<file path="src/rtl/cell_pos_reader_pkg.sv">
// -----------------------------------------------------------------------------
// cell_pos_reader_pkg
// Shared constants and types for the cell position reader:
//   - default geometry of the cell memory and of the output buffer
//   - FSM state encoding used by cell_pos_reader
// No ports (package).
// -----------------------------------------------------------------------------
package cell_pos_reader_pkg;

  localparam int CPR_DATA_WIDTH   = 96;   // {posz, posy, posx}
  localparam int CPR_PARTICLE_NUM = 220;  // words in the cell memory
  localparam int CPR_ADDR_WIDTH   = 8;    // cell-memory address width
  localparam int CPR_FIFO_DEPTH   = 4;    // output buffer depth, power of 2, >= 4

  typedef enum logic [2:0] {
    ST_IDLE     = 3'd0,
    ST_RD_CNT   = 3'd1,
    ST_WAIT_CNT = 3'd2,
    ST_STREAM   = 3'd3,
    ST_DONE     = 3'd4
  } cpr_state_e;

endpackage

</file>
<file path="src/rtl/cell_pos_fifo.sv">
// -----------------------------------------------------------------------------
// cell_pos_fifo
// First-word-fall-through buffer between the cell-memory read pipeline and
// the output stream. The head word is presented on rd_data whenever valid=1
// and is forced to zero while the buffer is empty.
// Ports:
//   clock, rst         sole clock, synchronous active-high reset
//   wr_en, wr_data     push one word (caller guarantees no overflow)
//   rd_en              pop the head word (ignored when empty)
//   rd_data, valid     head word and its presence flag
//   count              current occupancy
// -----------------------------------------------------------------------------
module cell_pos_fifo
  import cell_pos_reader_pkg::*;
#(
  parameter int WIDTH = CPR_DATA_WIDTH + CPR_ADDR_WIDTH,
  parameter int DEPTH = CPR_FIFO_DEPTH
) (
  input  logic                     clock,
  input  logic                     rst,
  input  logic                     wr_en,
  input  logic [WIDTH-1:0]         wr_data,
  input  logic                     rd_en,
  output logic [WIDTH-1:0]         rd_data,
  output logic                     valid,
  output logic [$clog2(DEPTH):0]   count
);

  localparam int PTR_W = $clog2(DEPTH);
  localparam int CNT_W = PTR_W + 1;

  logic [WIDTH-1:0] mem_r [DEPTH];
  logic [PTR_W-1:0] wr_ptr_r;
  logic [PTR_W-1:0] rd_ptr_r;
  logic [CNT_W-1:0] count_r;
  logic             not_empty_s;
  logic             pop_s;

  assign not_empty_s = (count_r != {CNT_W{1'b0}});
  assign pop_s       = rd_en & not_empty_s;
  assign valid       = not_empty_s;
  assign count       = count_r;

  // Pointer and occupancy bookkeeping; pointers wrap naturally (DEPTH is 2^n).
  always_ff @(posedge clock) begin
    if (rst) begin
      wr_ptr_r <= {PTR_W{1'b0}};
      rd_ptr_r <= {PTR_W{1'b0}};
      count_r  <= {CNT_W{1'b0}};
    end else begin
      if (wr_en) begin
        wr_ptr_r <= wr_ptr_r + PTR_W'(1'b1);
      end
      if (pop_s) begin
        rd_ptr_r <= rd_ptr_r + PTR_W'(1'b1);
      end
      count_r <= count_r + CNT_W'(wr_en) - CNT_W'(pop_s);
    end
  end

  // Storage array; contents need no reset because the head is masked when empty.
  always_ff @(posedge clock) begin
    if (wr_en) begin
      mem_r[wr_ptr_r] <= wr_data;
    end
  end

  // Head word presented combinationally (fall-through), zero while empty.
  always_comb begin
    rd_data = {WIDTH{1'b0}};
    if (not_empty_s) begin
      rd_data = mem_r[rd_ptr_r];
    end else begin
      rd_data = {WIDTH{1'b0}};
    end
  end

endmodule

</file>
<file path="src/rtl/cell_pos_reader.sv">
// -----------------------------------------------------------------------------
// cell_pos_reader
// On a start pulse, reads the particle count from cell-memory word 0 (clamped
// to PARTICLE_NUM-1), then reads words 1..count in order and streams them out
// with their address, throttled so that in-flight reads plus buffered words
// never exceed FIFO_DEPTH. The memory has a fixed 2-cycle read latency.
// Ports:
//   clock, rst                 sole clock, synchronous active-high reset
//   start                      one-cycle read-out request (ignored when not idle)
//   mem_address/mem_rden/mem_wren/mem_q   cell-memory read port
//   out_pos/out_id/out_valid/out_ready/out_last   position stream
//   busy, done                 read-out in progress / one-cycle completion pulse
// -----------------------------------------------------------------------------
module cell_pos_reader
  import cell_pos_reader_pkg::*;
#(
  parameter int DATA_WIDTH   = CPR_DATA_WIDTH,
  parameter int PARTICLE_NUM = CPR_PARTICLE_NUM,
  parameter int ADDR_WIDTH   = CPR_ADDR_WIDTH,
  parameter int FIFO_DEPTH   = CPR_FIFO_DEPTH
) (
  input  logic                  clock,
  input  logic                  rst,
  input  logic                  start,
  output logic [ADDR_WIDTH-1:0] mem_address,
  output logic                  mem_rden,
  output logic                  mem_wren,
  input  logic [DATA_WIDTH-1:0] mem_q,
  output logic [DATA_WIDTH-1:0] out_pos,
  output logic [ADDR_WIDTH-1:0] out_id,
  output logic                  out_valid,
  input  logic                  out_ready,
  output logic                  out_last,
  output logic                  busy,
  output logic                  done
);

  localparam int FW    = DATA_WIDTH + ADDR_WIDTH;
  localparam int CNT_W = $clog2(FIFO_DEPTH) + 1;
  localparam int SUM_W = CNT_W + 1;
  localparam logic [ADDR_WIDTH-1:0] MAX_COUNT = ADDR_WIDTH'(PARTICLE_NUM - 1);

  cpr_state_e            state_r;
  logic                  wait_phase_r;
  logic [ADDR_WIDTH-1:0] count_r;
  logic [ADDR_WIDTH-1:0] next_addr_r;
  logic [ADDR_WIDTH-1:0] mem_address_r;
  logic                  mem_rden_r;
  logic                  busy_r;
  logic                  done_r;
  logic                  fly1_r;
  logic                  fly2_r;
  logic [ADDR_WIDTH-1:0] fly1_addr_r;
  logic [ADDR_WIDTH-1:0] fly2_addr_r;

  logic [FW-1:0]         fifo_rd_data_s;
  logic                  fifo_valid_s;
  logic [CNT_W-1:0]      fifo_count_s;
  logic                  pop_s;
  logic [ADDR_WIDTH-1:0] clamp_count_s;
  logic [SUM_W-1:0]      backlog_s;
  logic                  can_issue_s;
  logic                  last_s;
  logic                  last_xfer_s;

  assign mem_address = mem_address_r;
  assign mem_rden    = mem_rden_r;
  assign mem_wren    = 1'b0;
  assign busy        = busy_r;
  assign done        = done_r;
  assign out_valid   = fifo_valid_s;
  assign out_pos     = fifo_rd_data_s[DATA_WIDTH-1:0];
  assign out_id      = fifo_rd_data_s[FW-1:DATA_WIDTH];
  assign out_last    = last_s;
  assign pop_s       = fifo_valid_s & out_ready;
  assign last_xfer_s = last_s & out_ready;

  // Occupancy expected next cycle before any new issue: the word landing now
  // (fly2) moves into the FIFO, so it stays counted either way.
  assign backlog_s = SUM_W'(fifo_count_s) + SUM_W'(mem_rden_r) + SUM_W'(fly1_r)
                   + SUM_W'(fly2_r) - SUM_W'(pop_s);

  // Count clamp and issue / last-beat decisions.
  always_comb begin
    clamp_count_s = mem_q[ADDR_WIDTH-1:0];
    can_issue_s   = 1'b0;
    last_s        = 1'b0;
    if (mem_q[ADDR_WIDTH-1:0] > MAX_COUNT) begin
      clamp_count_s = MAX_COUNT;
    end else begin
      clamp_count_s = mem_q[ADDR_WIDTH-1:0];
    end
    if ((next_addr_r <= count_r) && (backlog_s < SUM_W'(FIFO_DEPTH))) begin
      can_issue_s = 1'b1;
    end else begin
      can_issue_s = 1'b0;
    end
    if ((state_r == ST_STREAM) && fifo_valid_s && (out_id == count_r)) begin
      last_s = 1'b1;
    end else begin
      last_s = 1'b0;
    end
  end

  // Read-latency tracker: tags each data read with its address for 2 cycles;
  // cleared on reset so returns from abandoned reads are dropped.
  always_ff @(posedge clock) begin
    if (rst) begin
      fly1_r      <= 1'b0;
      fly2_r      <= 1'b0;
      fly1_addr_r <= {ADDR_WIDTH{1'b0}};
      fly2_addr_r <= {ADDR_WIDTH{1'b0}};
    end else begin
      fly1_r      <= mem_rden_r & (state_r == ST_STREAM);
      fly2_r      <= fly1_r;
      fly1_addr_r <= mem_address_r;
      fly2_addr_r <= fly1_addr_r;
    end
  end

  // Control FSM with registered memory-port, busy and done outputs.
  always_ff @(posedge clock) begin
    if (rst) begin
      state_r       <= ST_IDLE;
      wait_phase_r  <= 1'b0;
      count_r       <= {ADDR_WIDTH{1'b0}};
      next_addr_r   <= {ADDR_WIDTH{1'b0}};
      mem_rden_r    <= 1'b0;
      mem_address_r <= {ADDR_WIDTH{1'b0}};
      busy_r        <= 1'b0;
      done_r        <= 1'b0;
    end else begin
      mem_rden_r    <= 1'b0;
      mem_address_r <= {ADDR_WIDTH{1'b0}};
      done_r        <= 1'b0;
      case (state_r)
        ST_IDLE: begin
          if (start) begin
            state_r    <= ST_RD_CNT;
            mem_rden_r <= 1'b1;          // count word lives at address 0
            busy_r     <= 1'b1;
          end else begin
            state_r    <= ST_IDLE;
          end
        end
        ST_RD_CNT: begin
          state_r      <= ST_WAIT_CNT;
          wait_phase_r <= 1'b0;
        end
        ST_WAIT_CNT: begin
          if (!wait_phase_r) begin
            wait_phase_r <= 1'b1;
          end else begin
            wait_phase_r <= 1'b0;
            count_r      <= clamp_count_s;
            if (clamp_count_s == {ADDR_WIDTH{1'b0}}) begin
              state_r <= ST_DONE;
              busy_r  <= 1'b0;
              done_r  <= 1'b1;
            end else begin
              // First data read goes out in the first STREAM cycle.
              state_r       <= ST_STREAM;
              mem_rden_r    <= 1'b1;
              mem_address_r <= ADDR_WIDTH'(1'b1);
              next_addr_r   <= ADDR_WIDTH'(2'd2);
            end
          end
        end
        ST_STREAM: begin
          if (last_xfer_s) begin
            state_r <= ST_DONE;
            busy_r  <= 1'b0;
            done_r  <= 1'b1;
          end else if (can_issue_s) begin
            mem_rden_r    <= 1'b1;
            mem_address_r <= next_addr_r;
            next_addr_r   <= next_addr_r + ADDR_WIDTH'(1'b1);
          end else begin
            state_r <= ST_STREAM;
          end
        end
        ST_DONE: begin
          state_r <= ST_IDLE;
        end
        default: begin
          state_r <= ST_IDLE;
          busy_r  <= 1'b0;
        end
      endcase
    end
  end

  cell_pos_fifo #(
    .WIDTH (FW),
    .DEPTH (FIFO_DEPTH)
  ) u_fifo (
    .clock   (clock),
    .rst     (rst),
    .wr_en   (fly2_r),
    .wr_data ({fly2_addr_r, mem_q}),
    .rd_en   (pop_s),
    .rd_data (fifo_rd_data_s),
    .valid   (fifo_valid_s),
    .count   (fifo_count_s)
  );

endmodule
</file>
<file path="config.mk">
export PLATFORM = sky130hd
export DESIGN_NAME = cell_pos_reader
export DESIGN_NICKNAME = d
export VERILOG_FILES = /design/src/rtl/cell_pos_reader_pkg.sv /design/src/rtl/cell_pos_fifo.sv /design/src/rtl/cell_pos_reader.sv
export SDC_FILE = /design/constraint.sdc
export NUM_CORES = 1
export LEC_CHECK = 0
export CORE_MARGIN = 5
export CORE_UTILIZATION = 40
export CTS_BUF_LIST = sky130_fd_sc_hd__clkbuf_4 sky130_fd_sc_hd__clkbuf_8 sky130_fd_sc_hd__clkbuf_16
export DETAILED_ROUTE_END_ITERATION = 8
export DONT_BUFFER_PORTS = 1
export SETUP_SLACK_MARGIN = 0.05
export SYNTH_ARGS = -nofsm -noshare
export SYNTH_HDL_FRONTEND = slang
export SYNTH_SLANG_ARGS = --single-unit
</file>
<file path="constraint.sdc">
create_clock -name clock -period 5.01 [get_ports clock]
set_clock_uncertainty 0.1 [all_clocks]
set_input_delay 0.501 -clock clock [delete_from_list [all_inputs] [get_ports clock]]
set_output_delay 0.501 -clock clock [all_outputs]
set_load 0.01 [all_outputs]
</file>
# Word level (Yosys, flattened, before mapping)

Memory sizes are Yosys's and may differ from the RTL's. A register that Yosys moved wholly into a read port is not among the register bits.
Index checks and enable logic that the tools add are counted.

Memories: 1
Register bits: 56
Latch bits: 0
Bits in read-only memories: 0
Bits of input ports: 100
RAM bits: 416
Logic and storage cells: 100

$add $sub $neg: 9
$lt $le $gt $ge: 3
Shift-type cells: 0
Equality and inequality tests: 13
Divide/modulo/power cells: 0
Multiply operators: 0
Muxes and demuxes: 41
Bitwise operators: 5
Reduce and logical (&&, ||, !) cells: 13

Memories:

| memory       | words | bits a word | read ports | clocked after memory_dff | wr ports | RTL line            | RTL |
|---|---|---|---|---|---|---|---|
| u_fifo.mem_r | 4     | 104         | 1          | 1                        | 1        | cell_pos_fifo.sv:32 | `logic [WIDTH-1:0] mem_r [DEPTH];` |

Operators by type and width:

| kind                                                 | count |
|---|---|
| 2-to-1 mux 104 bit                                   | 1 |
| 2-to-1 mux 8 bit                                     | 7 |
| case mux 8 bit (2 select lines)                      | 2 |
| 2-to-1 mux 1 bit                                     | 20 |
| != test 2 bit (second input constant)                | 7 |
| 2-to-1 mux 3 bit                                     | 4 |
| case mux 3 bit (4 select lines)                      | 1 |
| AND reduction 5 bit                                  | 2 |
| adder 4 x 1 -> 4 bit                                 | 2 |
| adder 8 x 1 -> 8 bit (second input constant)         | 1 |
| equality test 8 bit                                  | 1 |
| > comparator 8 bit (second input constant)           | 1 |
| <= comparator 8 bit                                  | 1 |
| zero test 8 bit                                      | 1 |
| equality test 3 x 2 -> 1 bit (second input constant) | 2 |
| adder 2 x 1 -> 2 bit (second input constant)         | 2 |
| adder 3 x 1 -> 4 bit                                 | 1 |
| bitwise AND 1 bit                                    | 4 |
| < comparator 4 x 3 -> 1 bit (second input constant)  | 1 |
| 2-to-1 mux 2 bit                                     | 2 |
| case mux 1 bit (2 select lines)                      | 2 |
| case mux 1 bit (4 select lines)                      | 1 |
| AND reduction 2 bit                                  | 2 |
| nonzero test 2 bit                                   | 2 |
| 12 further kinds                                     | 14 |

# Longest topological paths before layout

Gate-level depths: netlist of the first run.

Word-level depth: 10
Depth in mapped cells: 15

# Modules after synthesis

A second synthesis of the first run with hierarchy kept.

Cells, all modules: 952
Area total of the unflattened synthesis: 18441.4 µm²

Modules (own cells, without submodules):

| module          | sequential area each (µm²) | area an instance (µm²) | times used | cells each |
|---|---|---|---|---|
| cell_pos_fifo   | 12672.2                    | 16191.8                | 1          | 705 |
| cell_pos_reader | 980.9                      | 2249.7                 | 1          | 247 |

# Least setup slack after synthesis of the first run

Ideal clock, no wire load.

Path type: reg2reg
Start: register u_fifo.count_r[0], in the netlist u_fifo.count[0]
End: register next_addr_r[2]
Slack: 1.465 ns
Cell stages (with the launch flop): 16
Library setup time: 0.116 ns
Data arrival time: 3.329 ns
Data required time: 4.794 ns
Cell sequence: dfxtp_1 > nor3_1 > inv_1 > and2_1 > clkbuf_1 > ha_1 > inv_1 > fa_1 > ha_1 > a31o_2 > nor3_1 > o21ai_0 > o22ai_1 > clkbuf_1 > a31oi_1 > a41o_1

Cells in the longest elaborated chain, start to end: 9
Elaborated cells between the ends (all ways): 18
Classes of those cells: add/sub: 4; order compare: 1; eq/ne: 3; mux: 3; bitwise: 2; reduce/logical: 5

Ends and longest elaborated chain:

| what                              | RTL line               | RTL |
|---|---|---|
| start, declared                   | cell_pos_fifo.sv:35    | `logic [CNT_W-1:0] count_r;` |
| start signal, assigned            | cell_pos_fifo.sv:49    | `count_r <= {CNT_W{1'b0}};` |
| start signal, assigned            | cell_pos_fifo.sv:57    | `count_r <= count_r + CNT_W'(wr_en) - CNT_W'(pop_s);` |
| adder 3 x 1 -> 4 bit              | cell_pos_reader.sv:80  | `assign backlog_s = SUM_W'(fifo_count_s) + SUM_W'(mem_rden_r) + SUM_W'(fly1_r)` |
| adder 4 x 1 -> 4 bit              | cell_pos_reader.sv:80  |  |
| adder 4 x 1 -> 4 bit              | cell_pos_reader.sv:81  | `+ SUM_W'(fly2_r) - SUM_W'(pop_s);` |
| subtractor 4 x 1 -> 4 bit         | cell_pos_reader.sv:81  |  |
| < comparator 4 x 3 -> 1 bit       | cell_pos_reader.sv:93  | `if ((next_addr_r <= count_r) && (backlog_s < SUM_W'(FIFO_DEPTH))) begin` |
| logical AND 1 bit                 | cell_pos_reader.sv:93  |  |
| 2-to-1 mux 1 bit                  | cell_pos_reader.sv:93  |  |
| != test 2 bit (no line)           | n/a                    |  |
| AND reduction 5 bit (no line) (*) | n/a                    |  |
| end signal, assigned              | cell_pos_reader.sv:127 | `next_addr_r <= {ADDR_WIDTH{1'b0}};` |
| end signal, assigned              | cell_pos_reader.sv:165 | `next_addr_r <= ADDR_WIDTH'(2'd2);` |
| end signal, assigned              | cell_pos_reader.sv:177 | `next_addr_r <= next_addr_r + ADDR_WIDTH'(1'b1);` |
| end, declared                     | cell_pos_reader.sv:46  | `logic [ADDR_WIDTH-1:0] next_addr_r;` |

Every way passes the cells marked *; elsewhere a longest branch is shown, timed or not.
A chain may end at the register's enable or synchronous reset.

# Worst setup path after layout of the first run

Same ends and word-level chain as after synthesis.

==> qor_table.md, run 1 <==
| Result | Value |
|---|---|
| Timing-limited maximum frequency | 0.245 GHz |
| Post-synthesis cell area | 18400 um2 |
| Hold path startpoint | rst |
| Initial core utilization | 0.405 |
| Area of the core | 45500 um2 |
| Net switching power of the design | 2.75 mW |
| Die span in x | 225 um |
| Leak Pwr | 6.95 nW |
| Count of routing violations after the opening detailed-route iteration | 542 |
| Worst hold path type | in -> reg |
| Reg power frac | 0.440 |
| Total global routing track utilization | 0.151 |
| Comb power frac | 0.207 |
| Setup Crit Path Kind | reg -> reg |
| Number of antenna violations at the first check in global routing | 2 |
| Most used standard cell by instance count after synthesis | sky130_fd_sc_hd__edfxtp_1 |
| Endpoint of the worst hold path | state_r[2] |
| Number of global-route vias before repair | 9409 |
| Maximum level of the CTS H-tree | 2 |
| Total number of vias | 9010 |
| Routed Antenna Nets | 0 |
| Cell with the largest stage delay on the worst path | sky130_fd_sc_hd__o22ai_1 |
| Capturing element type of the critical path | register |
| Warning count from the yosys run | 0 |
| Cell area after placement | 19100 um2 |
| Clock net sink count | 474 |
| Number of enable flip-flop cells after synthesis | 416 |
| Maximum number of pins on one net before global-route repair | 95 |
| DRC violation count after routing | 0 |
| HPWL after DPL | 22200 um |
| # setup viols final | 0 |
| Post-synth top cells | sky130_fd_sc_hd__edfxtp_1 (416), sky130_fd_sc_hd__and2_1 (113), sky130_fd_sc_hd__mux4_2 (104) |
| Areal power density over the cells | 464 nW/um2 |
| Cell taking the most area after synthesis | sky130_fd_sc_hd__edfxtp_1 |
| Final GP Congestion | 0.751 |
| Final hold viol count | 0 |
| Number of iterations in the first detailed-routing pass | 5 |
| Number of stages on the worst hold path | 2 |
| Total grt overflow | 0 |
| Final sum of negative setup slack | 0 ns |
| Data arrival time of the worst path | 4.44 ns |
| Max Slew Vio Count | 0 |
| Average detailed-routed wire length per instance | 22.3 um |
| Register-to-Register Path Depth | 13 |
| Transition time at the pin with the least slew margin | 0.972 ns |
| Clock Power Share | 0.353 |
| Outcome | finished, final reports clean |
| Routed Wire Length | 38500 um |
| Shortest clock period the worst path allows after layout | 4.08 ns |
| Internal Power | 7.30 mW |
| Max Fanout on Critical Path | 13 |
| Number of fill cells in the layout | 3827 |
| Max incr delay on CP | 0.80 ns |
| Clock transition time at the flip-flop clock pins of the worst setup and hold paths | 0.06 ns |
| Unrepaired setup endpoints after global routing | no |
| Number of CTS-inserted buffers | 49 |
| Worst reg2reg endpoint | next_addr_r[2] |
| Final worst-path cycle share | 0.815 |
| Post-Syn Instances | 975 |
| Post-layout instance area | 21700 um2 |
| Worst reg2reg path startpoint | u_fifo.count[0] |
| Most used flip-flop cell after synthesis | sky130_fd_sc_hd__edfxtp_1 |
| Synth async-reset ratio | 0 |
| Die Ht | 225 um |
| Critical Path Source Type | register |
| Switching share of total power | 0.274 |
| R2R Setup Slk | 0.93 ns |
| Cell chosen for the clock root | sky130_fd_sc_hd__clkbuf_16 |
| Number of nets in the layout | 1207 |
| Total Die Area | 50400 um2 |
| TritonCTS clock tree | yes |
| Number of max-cap violations | 0 |
| Row cnt | 78 |
| Maximum clock path buffer count | 3 |
| Distinct cell type count after synthesis | 49 |
| Growth of design area from synthesis to finish | 17.7% |
| Top-level I/O count | 218 |
| Endpoint required time on the critical path | 5.37 ns |
| Via/cell ratio | 5.22 |
| Number of buffers added on ports | 0 |
| Peak supply drop | 347 uV |
| Sequential share of the synthesized area | 0.742 |
| Average cell area after synthesis | 18.9 um2 |
| Slew headroom | 0.352 |
| Area contributors post-synth | sky130_fd_sc_hd__edfxtp_1 (68%), sky130_fd_sc_hd__mux4_2 (13%), sky130_fd_sc_hd__dfxtp_1 (6.3%) |
| Critical path, cell by cell | nor3_1 > clkinv_2 > and2_1 > ha_1 > inv_1 > fa_1 > ha_1 > a31o_2 > nor3_1 > o21ai_0 > o22ai_1 > a31oi_1 > a41o_1 |
| Flip-flop and latch count after synthesis | 474 |
| Wire length of the first global-routing pass | 58500 um |
| Post-Syn Nets | 1097 |
| Clock insertion delay at the later pin of the skew report | 0.56 ns |
| Share of Yosys cell area claimed by the top area cell type | 0.679 |
| Proportion of layout cells with a drive suffix above 1 | 0.191 |
-- power by group through the flow --
stage / Clock (mW) / Combinational (mW) / Sequential [mW]
3_3_place_gp: 0 / 2.04 / 4.52
2_1_floorplan: 0 / 1.64 / 4.42
5_1_grt: 3.85 / 2.27 / 4.44
3_5_place_dp: 0 / 2.05 / 4.52
4_1_cts: 3.66 / 2.16 / 4.43
6_report: 3.55 / 2.08 / 4.42
-- metal layers --
metal | vias up | wire length (um) | track usage
li1 | 4042 | - | -
met1 | 4673 | 16100 | 0.200
met2 | 228 | 19000 | 0.248
met3 | 65 | 2400 | 0.0424
met4 | 2 | 894 | 0.0407
met5 | - | 7 | 0
-- cell families (layout without fill, tap and decap cells) --
group,Yosys count,count (layout),share of synthesized area
flip-flops,474,474,0.742
AO/OA/AOI/OAI,56,56,0.0194
multiplexers,107,107,0.129
XOR/XNOR,10,10,0.00476
other,1,2,0.000204
buffers and inverters,75,226,0.0173
AND/OR/NAND/NOR,230,230,0.0720
adder cells (fa/ha/maj),22,22,0.0158
-- worst max path at each step --
stage                    startpoint              to  slack (ns)
floorplan           u_fifo.count[0]  next_addr_r[2]        1.46
global placement    u_fifo.count[0]  next_addr_r[1]        1.04
detailed placement  u_fifo.count[0]  next_addr_r[2]        0.95
CTS                 u_fifo.count[0]  next_addr_r[2]        0.94
global route        u_fifo.count[0]  next_addr_r[2]        0.54
finish              u_fifo.count[0]  next_addr_r[2]        0.93
-- layout by cell type (no fill, tap or decap), drive strengths merged, types with 20 or more instances in the layout --
| cell type | netlist | routed |
|---|---|---|
| nor2 | 27 | 27 |
| inv | 26 | 27 |
| ha | 20 | 20 |
| dlygate4sd3 | 0 | 96 |
| a21oi | 21 | 21 |
| and2 | 114 | 114 |
| mux4 | 104 | 104 |
| edfxtp | 416 | 416 |
| clkinv | 0 | 22 |
| dfxtp | 58 | 58 |
| clkbuf | 28 | 64 |
-- timing repair --
action                    in CTS  in global routing
gates resized for setup        0                  0
hold endpoints to repair     428                  0
setup buffers                  0                  0
hold buffers                  97                  0
-- metrics by stage --
stage	hold WS, ns	total power, mW	util	std cells	worst slack, ns
6_report	0.0563	10.1	0.476	1727	0.925
5_1_grt	0.0257	10.6	0.476	1727	0.539
4_1_cts	0.0141	10.2	0.476	1726	0.942
3_5_place_dp	0.325	6.57	0.420	1537	0.952
3_3_place_gp	0.319	6.56	0.420	1537	1.04
2_1_floorplan	0.314	6.06	-	975	1.46
-- sequential cells by signal, indices dropped and copies added, names as in the netlist, 2 cells and up, named ones only --
signal,count
fly2_addr_r,8
next_addr_r,8
mem_address,8
u_fifo.wr_ptr_r,2
u_fifo.mem_r,416
u_fifo.rd_ptr_r,2
count_r,8
fly1_addr_r,8
state_r,3
u_fifo.count,3
-- worst max-delay path: cells and delay by family (launching register included) --
kind	cells	cell delay, ns
flops	1	0.33
buf+inv	2	0.14
fa+ha+maj	3	0.95
compound gates	5	1.60
simple gates	3	0.83
-- cell type report --
type | instances | area (um2) | area share
sequential | 474 | 13700 | 0.631
clock buffer | 64 | 1390 | 0.0640
timing repair buffer | 108 | 1100 | 0.0508
antenna | 1 | 2.50 | 0.000116
tap | 600 | 751 | 0.0347
inverter | 26 | 98.8 | 0.00456
clock inverter | 28 | 216 | 0.00999
multi-input combinational | 426 | 4450 | 0.205
Note: power is estimated with default switching activity, not from simulation.
==> run 2: changes to the inputs <==
clock period = 4.3 ns   (was 5.01 ns; I/O delays follow)
==> run 2 against run 1 <==
Clock power grew 17%. Wire length grew 0.12%. Register-to-register slack lost 0.47 ns.
==> qor_table.md, run 2 (synthesis results as in run 1) <==
| Result | Value |
|---|---|
| Biggest register | u_fifo.mem_r |
| Endpoint required time on the critical path | 4.71 ns |
| Unrepaired setup endpoints after global routing | no |
| Proportion of layout cells with a drive suffix above 1 | 0.193 |
| Total grt overflow | 0 |
| Transition time at the pin with the least slew margin | 0.869 ns |
| Number of nets in the layout | 1216 |
| Area of the core | 45500 um2 |
| Final GP Congestion | 0.791 |
| Count of routing violations after the opening detailed-route iteration | 417 |
| Maximum number of pins on one net before global-route repair | 74 |
| Max FFs per register | 416 |
| Timing-limited maximum frequency | 0.260 GHz |
| Peak supply drop | 456 uV |
| Resized cells post-CTS | 0 |
| Number of antenna violations at the first check in global routing | 1 |
| Final hold slack | 0.0603 ns |
| Commonest non-fill, non-tap cells in the layout | sky130_fd_sc_hd__edfxtp_1 (416), sky130_fd_sc_hd__and2_1 (109), sky130_fd_sc_hd__mux4_2 (104) |
| Clock net sink count | 474 |
| TritonCTS clock tree | yes |
| Areal power density over the cells | 542 nW/um2 |
| Cell chosen for the clock root | sky130_fd_sc_hd__clkbuf_16 |
| Via/cell ratio | 5.23 |
| DRC violation count after routing | 0 |
| Slew headroom | 0.420 |
| Row cnt | 78 |
| Number of global-route vias before repair | 9789 |
| Clock transition time at the flip-flop clock pins of the worst setup and hold paths | 0.06 ns |
| Total number of vias | 9081 |
| Final worst-path cycle share | 0.893 |
| Number of CTS-inserted buffers | 50 |
| Max Fanout on Critical Path | 13 |
| Top-level I/O count | 218 |
| Initial core utilization | 0.405 |
| Total global routing track utilization | 0.151 |
| Final hold viol count | 0 |
| Outcome | finished, final reports clean |
| Cell with the largest stage delay on the worst path | sky130_fd_sc_hd__nor3_1 |
| Final sum of negative setup slack | 0 ns |
| Wire length of the first global-routing pass | 58800 um |
| Leading cell type in the layout, fill and taps excluded | sky130_fd_sc_hd__edfxtp_1 |
| Clock insertion delay at the later pin of the skew report | 0.57 ns |
| Capturing element type of the critical path | register |
| Routed Antenna Nets | 0 |
| Die span in x | 225 um |
| Max Slew Vio Count | 0 |
| Maximum level of the CTS H-tree | 2 |
| Growth of design area from synthesis to finish | 17.9% |
| Die Ht | 225 um |
| HPWL after DPL | 23100 um |
| Setup Crit Path Kind | reg -> reg |
| Number of buffers added on ports | 0 |
| Shortest clock period the worst path allows after layout | 3.84 ns |
| # setup viols final | 0 |
| Number of iterations in the first detailed-routing pass | 5 |
| Max incr delay on CP | 0.44 ns |
| Routed Wire Length | 38500 um |
| Critical Path Source Type | register |
| Worst hold path type | in -> reg |
| Critical path, cell by cell | nor3_1 > clkinv_2 > and2_1 > ha_1 > inv_1 > fa_1 > ha_1 > a31o_2 > and3_1 > o21ai_0 > o22ai_1 > buf_4 > a31o_2 > a21oi_1 |
| Number of max-cap violations | 0 |
| Total Die Area | 50400 um2 |
| Leak Pwr | 6.94 nW |
| Average detailed-routed wire length per instance | 22.2 um |
| Data arrival time of the worst path | 4.25 ns |
| Tot Pwr | 11.8 mW |
| Maximum clock path buffer count | 3 |
-- run 2: cell types whose count changed in the layout (fill, tap and decap cells not counted) --
| cell | delta |
|---|---|
| sky130_fd_sc_hd__clkbuf_8 | -2 |
| sky130_fd_sc_hd__bufinv_16 | +1 |
| sky130_fd_sc_hd__clkinv_2 | -4 |
| sky130_fd_sc_hd__clkinv_1 | +3 |
| sky130_fd_sc_hd__clkinv_4 | +1 |
| sky130_fd_sc_hd__buf_12 | -2 |
| sky130_fd_sc_hd__clkbuf_4 | +1 |
| sky130_fd_sc_hd__dlygate4sd3_1 | +1 |
| sky130_fd_sc_hd__buf_4 | +9 |
-- run 2: cell type report --
cell class / count / area (um2)
Antenna cell: 1 / 2.50
Clock buffer: 63 / 1370
Multi-Input combinational cell: 426 / 4450
Sequential cell: 474 / 13700
Fill cell: 3879 / 23800
Tap cell: 600 / 751
Timing Repair Buffer: 116 / 1140
Inverter: 26 / 98.8
Clock inverter: 29 / 246
-- run 2: worst max-delay path: cells and delay by family (launching register included) --
| kind | cells | cell delay, ns |
|---|---|---|
| AOI/OAI and AO/OA | 5 | 1.04 |
| adders and majority gates | 3 | 0.95 |
| buffers and inverters | 3 | 0.44 |
| DFF | 1 | 0.33 |
| and+or+nand+nor | 3 | 0.90 |
-- run 2: path summary, 6_finish.rpt --
path                                      start             end  slack, ns  cells past startpoint
worst max-delay path            u_fifo.count[0]  next_addr_r[5]       0.46                     14
worst min-delay path                        rst          fly2_r       0.06                      2
worst max register to register  u_fifo.count[0]  next_addr_r[5]       0.46                     14
worst min register to register   fly1_addr_r[2]  fly2_addr_r[2]       0.34                      1
-- run 2: what timing repair did --
action / CTS / global route
buffers inserted: 0 / 0
hold endpoints to repair: 437 / 0
hold buffers: 98 / 0
-- run 2: through the flow --
| stage | area [um2] | utilization | cells | setup WS [ns] |
|---|---|---|---|---|
| global route | 21700 | 0.477 | 1734 | 0.167 |
| detailed placement | 19100 | 0.420 | 1544 | 0.467 |
| global placement | 19100 | 0.420 | 1544 | 0.542 |
| finish | 21700 | 0.477 | 1735 | 0.459 |
| floorplan | 18400 | - | 975 | 0.755 |
| CTS | 21700 | 0.477 | 1734 | 0.454 |
-- run 2: power by group --
group	internal, mW	switching [mW]	total, mW
registers	5.03	0.0819	5.11
logic	1.03	1.46	2.49
clock network	2.49	1.68	4.17
total	8.55	3.22	11.8
-- run 2: per-layer routing --
metal	vias up	track usage	part of all wire	wire (um)
met1	4763	0.190	0.41	16000
li1	4061	-	-	-
met5	-	0	0.00018	7
met3	50	0.0355	0.052	1990
met2	205	0.262	0.51	19700
met4	2	0.0458	0.021	812
